`src/rtl/key_event_encoder_pkg.sv`:
```
// Shared types for the key event encoder: FSM state encoding and the event record.
package keymix_pkg;

  localparam int MAX_CODE_W = 6;

  typedef enum logic [1:0] {
    IDLE,
    DEBOUNCE,
    HELD,
    RELEASE
  } state_t;

  // rel stands in for "release", which is a reserved word
  typedef struct packed {
    logic                  rel;
    logic [MAX_CODE_W-1:0] code;
  } key_event_t;

endpackage

```
`src/rtl/key_event_encoder_if.sv`:
```
// Event stream from the encoder to its consumer: head-of-FIFO event plus valid/ready.
interface key_event_encoder_if #(
  parameter int CODE_W = 5
);

  logic [CODE_W-1:0] ev_code;
  logic              ev_release;
  logic              ev_valid;
  logic              ev_ready;

  modport master (output ev_code, ev_release, ev_valid, input ev_ready);
  modport slave  (input ev_code, ev_release, ev_valid, output ev_ready);

endinterface

```
`src/rtl/key_event_encoder_fifo.sv`:
```
// Small event FIFO; head entry is read straight from storage so the outputs never depend on ready_i.
module event_fifo #(
  parameter int DEPTH = 4,
  parameter int WIDTH = 6,
  localparam int PTR_W = $clog2(DEPTH)
) (
  input  logic             clk,
  input  logic             rst,
  input  logic             push_i,
  input  logic [WIDTH-1:0] data_i,
  input  logic             ready_i,
  output logic [WIDTH-1:0] data_o,
  output logic             valid_o,
  output logic             overflow_o
);

  logic [WIDTH-1:0] mem_q [DEPTH];
  logic [PTR_W-1:0] wrPtr_q, rdPtr_q;
  logic [PTR_W:0]   count_q;
  logic             overflow_q;
  logic             isFull, isEmpty, doPop, doPush;

  // When full, a push only fits if the head leaves in the same cycle
  assign isFull  = (count_q == (PTR_W+1)'(DEPTH));
  assign isEmpty = (count_q == '0);
  assign doPop   = ready_i && !isEmpty;
  assign doPush  = push_i && (!isFull || doPop);

  always_ff @(posedge clk) begin
    if (!rst) begin
      for (int i = 0; i < DEPTH; i++) mem_q[i] <= '0;
      wrPtr_q    <= '0;
      rdPtr_q    <= '0;
      count_q    <= '0;
      overflow_q <= 1'b0;
    end else begin
      if (doPush) begin
        mem_q[wrPtr_q] <= data_i;
        wrPtr_q        <= wrPtr_q + PTR_W'(1);
      end
      if (doPop) rdPtr_q <= rdPtr_q + PTR_W'(1);
      case ({doPush, doPop})
        2'b10:   count_q <= count_q + (PTR_W+1)'(1);
        2'b01:   count_q <= count_q - (PTR_W+1)'(1);
        default: count_q <= count_q;
      endcase
      if (push_i && isFull && !doPop) overflow_q <= 1'b1;
    end
  end

  assign data_o     = mem_q[rdPtr_q];
  assign valid_o    = !isEmpty;
  assign overflow_o = overflow_q;

endmodule

```
`src/rtl/key_event_encoder.sv`:
```
// Debounced keypad encoder: synchronises raw key lines, tracks the highest pressed key,
// and queues press/release events for a valid/ready consumer.
module key_event_encoder #(
  parameter int NKEYS    = 20,
  parameter int DEBOUNCE = 4,
  parameter int DEPTH    = 4,
  localparam int CODE_W  = $clog2(NKEYS)
) (
  input  logic                clk,
  input  logic                rst,
  input  logic [NKEYS-1:0]    in,
  key_event_encoder_if.master ev,
  output logic                held,
  output logic [CODE_W-1:0]   held_code,
  output logic                overflow
);

  import keymix_pkg::*;

  logic [NKEYS-1:0]  syncMeta_q, syncKeys_q;
  logic              anyKey;
  logic [CODE_W-1:0] keyCode;
  state_t            state_q, state_d;
  logic [7:0]        cnt_q, cnt_d;
  logic [CODE_W-1:0] heldCode_q, heldCode_d;
  logic              sameKey, cntDone, pushEv, pushRel;
  logic [CODE_W:0]   headEv;

  always_ff @(posedge clk) begin
    if (!rst) begin
      syncMeta_q <= '0;
      syncKeys_q <= '0;
    end else begin
      syncMeta_q <= in;
      syncKeys_q <= syncMeta_q;
    end
  end

  // Highest index wins when several keys are down
  always_comb begin
    anyKey  = |syncKeys_q;
    keyCode = '0;
    for (int i = 0; i < NKEYS; i++)
      if (syncKeys_q[i]) keyCode = CODE_W'(i);
  end

  assign sameKey = anyKey && (keyCode == heldCode_q);
  assign cntDone = (cnt_q == 8'(DEBOUNCE - 1));

  always_ff @(posedge clk) begin
    if (!rst) begin
      state_q    <= IDLE;
      cnt_q      <= '0;
      heldCode_q <= '0;
    end else begin
      state_q    <= state_d;
      cnt_q      <= cnt_d;
      heldCode_q <= heldCode_d;
    end
  end

  always_comb begin
    state_d    = state_q;
    cnt_d      = cnt_q;
    heldCode_d = heldCode_q;
    case (state_q)
      IDLE: begin
        if (anyKey) begin
          heldCode_d = keyCode;
          cnt_d      = '0;
          state_d    = keymix_pkg::DEBOUNCE;
        end
      end
      keymix_pkg::DEBOUNCE: begin
        if (!sameKey)     state_d = IDLE;
        else if (cntDone) state_d = HELD;
        else              cnt_d   = cnt_q + 8'd1;
      end
      HELD: begin
        if (!sameKey) begin
          cnt_d   = '0;
          state_d = RELEASE;
        end
      end
      RELEASE: begin
        // A different key counts as the old one going away
        if (sameKey)      state_d = HELD;
        else if (cntDone) state_d = IDLE;
        else              cnt_d   = cnt_q + 8'd1;
      end
      default: state_d = IDLE;
    endcase
  end

  always_comb begin
    held    = (state_q == HELD);
    pushEv  = 1'b0;
    pushRel = (state_q == RELEASE);
    case (state_q)
      keymix_pkg::DEBOUNCE: pushEv = sameKey && cntDone;
      RELEASE:              pushEv = !sameKey && cntDone;
      default:              pushEv = 1'b0;
    endcase
  end

  assign held_code = heldCode_q;

  event_fifo #(
    .DEPTH (DEPTH),
    .WIDTH (CODE_W + 1)
  ) u_fifo (
    .clk        (clk),
    .rst        (rst),
    .push_i     (pushEv),
    .data_i     ({pushRel, heldCode_q}),
    .ready_i    (ev.ev_ready),
    .data_o     (headEv),
    .valid_o    (ev.ev_valid),
    .overflow_o (overflow)
  );

  assign ev.ev_release = headEv[CODE_W];
  assign ev.ev_code    = headEv[CODE_W-1:0];

endmodule

```
`src/flat_wrapper.sv`:
```
// flat-port wrapper written by rule: the top's interface ports become plain ports
module key_event_encoder_flat import keymix_pkg::*;
#(
  parameter int NKEYS    = 20,
  parameter int DEBOUNCE = 4,
  parameter int DEPTH    = 4,
  localparam int CODE_W  = $clog2(NKEYS)
)
  (clk, rst, in, held, held_code, overflow, ev_ev_code, ev_ev_release, ev_ev_valid, ev_ev_ready);
  key_event_encoder_if #(.CODE_W(($clog2((20))))) ev_i ();
  input  logic clk;
  input  logic rst;
  input  logic [NKEYS-1:0] in;
  output logic held;
  output logic [CODE_W-1:0] held_code;
  output logic overflow;
  output wire logic [$bits(ev_i.ev_code)-1:0] ev_ev_code;
  output wire logic [$bits(ev_i.ev_release)-1:0] ev_ev_release;
  output wire logic [$bits(ev_i.ev_valid)-1:0] ev_ev_valid;
  input wire logic [$bits(ev_i.ev_ready)-1:0] ev_ev_ready;
  assign ev_ev_code = ev_i.ev_code;
  assign ev_ev_release = ev_i.ev_release;
  assign ev_ev_valid = ev_i.ev_valid;
  assign ev_i.ev_ready = ev_ev_ready;
  key_event_encoder #(.NKEYS(NKEYS), .DEBOUNCE(DEBOUNCE), .DEPTH(DEPTH)) u_core (.clk(clk), .rst(rst), .in(in), .ev(ev_i), .held(held), .held_code(held_code), .overflow(overflow));
endmodule
```
`config.mk`:
```
export PLATFORM = sky130hd
export DESIGN_NAME = key_event_encoder_flat
export DESIGN_NICKNAME = d
export VERILOG_FILES = /design/src/rtl/key_event_encoder_pkg.sv /design/src/rtl/key_event_encoder_if.sv /design/src/rtl/key_event_encoder_fifo.sv /design/src/rtl/key_event_encoder.sv /design/src/flat_wrapper.sv
export SDC_FILE = /design/constraint.sdc
export NUM_CORES = 1
export LEC_CHECK = 0
export ABC_AREA = 1
export CORE_ASPECT_RATIO = 0.8
export CORE_MARGIN = 3
export CORE_UTILIZATION = 53
export CTS_BUF_LIST = sky130_fd_sc_hd__clkbuf_8
export DETAILED_ROUTE_END_ITERATION = 16
export GPL_ROUTABILITY_DRIVEN = 0
export PLACE_DENSITY_LB_ADDON = 0.12
export SYNTH_ARGS = -nofsm -noshare
export SYNTH_HDL_FRONTEND = slang
export SYNTH_SLANG_ARGS = --single-unit
```
`constraint.sdc`:
```
create_clock -name clk -period 3.3 [get_ports clk]
set_clock_uncertainty 0.2 [all_clocks]
set_input_delay 0.66 -clock clk [delete_from_list [all_inputs] [get_ports clk]]
set_output_delay 0.66 -clock clk [all_outputs]
set_load 0.01 [all_outputs]
```
==> metrics.md <==
| Metric | Value |
|---|---|
| PortBufs | `36` |
| Setup TNS Final | `0 ns` |
| CP most frequent cell | `nand2_1` |
| Most frequent cells in the layout | `99 x nand2_1, 91 x inv_1, 63 x dfxtp_1` |
| CTS HTree Levels | `3` |
| GRT overflow | `0` |
| Clk pwr share | `0.290` |
| Hold_buf cts | `0` |
| WL/cell | `around 12 um` |
| Syn avg cell area | `7.87 um2` |
| Area Growth Syn to Fin | `20.1%` |
| Simple logic cell fraction of the synthesized area | `0.245` |
| DRC Markers | `0` |
| Crit path launch type | `register` |
| Drt via density | `4.98` |
| Initial Util | `0.570` |
| Nature of the critical path endpoint | `register` |
| Yosys warnings | `0` |
| Synth Instances | `480` |
| Pwr dens | `610 nW/um2` |
| Worst-Skew Late Latency | `0.35 ns` |
| Die W | `roughly 100 um` |
| Status | `finished clean` |
| Yosys top cell by area | `dfxtp_1` |
| Global-route wire length before repair | `~12 mm` |
| Hold Path Depth | `2` |
| Total GRT Usage | `0.191` |
| Register bit total from synthesis | `89` |
| Pre-CTS WS | `between 0.02 and 0.03 ns` |
| Adder-cell share of the synthesized area | `0.0119` |
| Cell Chain, Critical Path | `o211ai_1 -> nand3_1 -> nand3_1 -> nand2_1 -> nand2_1 -> nand2_1 -> nand2_1 -> nand2_1 -> nand2_1 -> nand4_1 -> nor3_4 -> nand3_4 -> inv_2 -> ha_4 -> nand4_1 -> nand2_2 -> fa_2 -> o31ai_4 -> o21ai_1 -> a21oi_1` |
| IO Pins | `37` |
| Vias in the first global route | `2833` |
| Leakage power | `about 2.2 nW` |
| Max incr delay on CP | `0.42 ns` |
| Synth top area share | `0.344` |
| Largest family of logic cells by synthesized area | `simple AND/OR/NAND/NOR gates` |
| Internal | `between 1.5 and 2 mW` |
| NumNets Final | `~550` |
| Commonest non-fill, non-tap cell in the layout | `nand2_1` |
| DRT iter0 DRCs | `approximately 230` |
| Root Buffer | `clkbuf_8` |
| Kind of critical path | `reg2reg` |
| DR WL met3 | `around 390 um` |
| Min setup slack post-route | `approximately 0.18 ns` |
| Vias | `3062` |
| Worst min path class | `reg2reg` |
| Tmin final | `just over 3 ns` |
| Worst Path Required | `3.38 ns` |
| Yosys cell types | `34` |
| Final Hold Fails | `0` |
| Met2 wire len | `roughly 3.3 mm` |
| Slew HR | `0.607` |
| Seq/Total Area, Yosys | `0.535` |
| Initial antenna violation count | `0` |
| Post-Syn Nets | `506` |
| Crit-path max FO | `3` |
| Post-synthesis xor/xnor area fraction | `0.00232` |
| Die footprint | `8190 um2` |
| Die height | `81.5 um` |
| Post-synthesis mux area share | `0` |
| Synth top area cells | `dfxtp_1 34%, edfxtp_1 19%, nand2_1 10%, inv_1 9.0%, nor2_1 6.2%` |
| Period Utilization, post-route | `0.944` |
| Antenna cell count | `0` |
| Sequential power share | `0.468` |
| Max layer used | `met4` |
| Critical Path Slowest Stage Cell | `fa_2` |
| Core area | `6640 um2` |
| Fmax | `321 MHz` |
| Max Cap Violations | `0` |
| CTS clk-pin slew, worst paths | `0.08 ns` |
| WL met1 | `3.39 mm` |
| Combinational Power Share | `0.242` |
| Clock sink count | `89` |
| Router iterations before antenna repair | `5` |
| Ratio of cells with drive above 1 in the final layout | `0.113` |
| NetSw | `0.828 mW` |
| Number of buffers on the longest clock path | `2` |
| Crit path DAT | `about 3.2 ns` |
| CTS tree | `built` |
| Pins over their slew limit | `0` |
| Reg2Reg Depth | `20` |
| ANT nets after route | `0` |
| Post-layout power | `2.77 mW` |
| Largest net degree at the start of global routing | `64` |
| Final setup vio count | `0` |
| Peak supply drop | `0.391 mV` |
| Detailed placement HPWL | `roughly 5 mm` |
| Slew @ Worst Pin | `~0.59 ns` |
| RSZ-0062 raised after global routing | `yes` |
| # rows | `26` |
| Post-synthesis compound-gate area fraction | `0.0910` |
| Cell Area, Synth | `3780 um2` |
| Cts bufs inserted | `9` |
| Switch share | `0.299` |
| Routed wire length | `a little over 7 mm` |
[cell type report]
cell class,count,area [um2]
Multi-Input combinational cell,278,1370
Clock buffer,10,138
Inverter,101,379
Clock inverter,6,83.8
Timing Repair Buffer,47,438
Fill cell,557,2100
Sequential cell,89,2020
Tap cell,84,105
[synth_stat cells]
library cell,number
a31oi_1,1
inv_2,10
dfxtp_1,65
nand3_4,2
edfxtp_1,24
nand2_4,2
a21oi_1,20
o22ai_1,6
nand2_2,2
nand4_1,7
nand3_1,10
o21a_1,1
nand3_2,1
inv_1,91
nor3_1,13
nor4_1,3
and3_1,1
nand4_2,1
nor3_4,1
fa_1,1
buf_6,1
nor2_1,62
buf_2,1
o211ai_1,1
clkbuf_1,10
nand2_1,102
ha_1,2
o21ai_0,32
or2_1,1
o2111ai_1,1
o31ai_1,1
xor2_1,1
a221oi_1,1
nor2_2,2
[worst max-delay path, delay by kind of cell (launching register included)]
kind                       cells  cell delay (ns)
buffers and inverters          1             0.08
adders and majority gates      2             0.61
DFF                            1             0.34
AOI/OAI and AO/OA              4             0.61
and+or+nand+nor               13             1.21
[metal layers]
layer	global-route usage	vias up
met4	0.0794	0
met5	0	-
met2	0.306	81
met3	0.0433	17
li1	-	1590
met1	0.253	1374
[cells by family after synthesis]
kind of cell	count (synthesis)
buf+inv	113
xor+xnor	1
compound gates	64
flops	89
fa+ha+maj	3
simple gates	210
[through the flow]
stage	utilization	hold slack, ns	std cells	cell area (um2)
6_report	0.684	0.215	615	4540
5_1_grt	0.684	0.234	615	4540
4_1_cts	0.673	0.218	611	4470
3_5_place_dp	0.638	0.202	594	4230
3_3_place_gp	0.638	0.199	594	4230
2_1_floorplan	-	0.190	480	3780
[flip-flops by register name, indices dropped and copies added, names as in the netlist, named ones only]
signal / flops
u_core.syncKeys_q: 20
u_core.u_fifo.count_q: 3
u_core.cnt_q: 8
u_core.held_code: 5
u_core.u_fifo.mem_q: 24
u_core.u_fifo.wrPtr_q: 2
u_core.syncMeta_q: 20
u_core.u_fifo.rdPtr_q: 2
u_core.state_q: 1
u_core.u_fifo.overflow_o: 1
[worst paths after layout]
| path | to | start | slack, ns |
|---|---|---|---|
| max | u_core.u_fifo.count_q[2] | u_core.syncKeys_q[2] | 0.18 |
| min | u_core.syncKeys_q[15] | u_core.syncMeta_q[15] | 0.21 |
| max reg2reg | u_core.u_fifo.count_q[2] | u_core.syncKeys_q[2] | 0.18 |
| min reg2reg | u_core.syncKeys_q[15] | u_core.syncMeta_q[15] | 0.21 |
[timing repair]
action	CTS	global route
pin swaps	1	13
setup buffers	1	4
setup endpoints to repair	1	60
gates resized for setup	2	14
[power groups by stage]
| stage | sequential, mW | clock [mW] | combinational [mW] |
|---|---|---|---|
| floorplan | 1.29 | 0 | 0.426 |
| CTS | 1.29 | 0.819 | 0.643 |
| detailed placement | 1.32 | 0 | 0.627 |
| global route | 1.31 | 0.864 | 0.762 |
| finish | 1.30 | 0.802 | 0.669 |
| global placement | 1.32 | 0 | 0.613 |
Note: power is estimated with default switching activity, not from simulation.
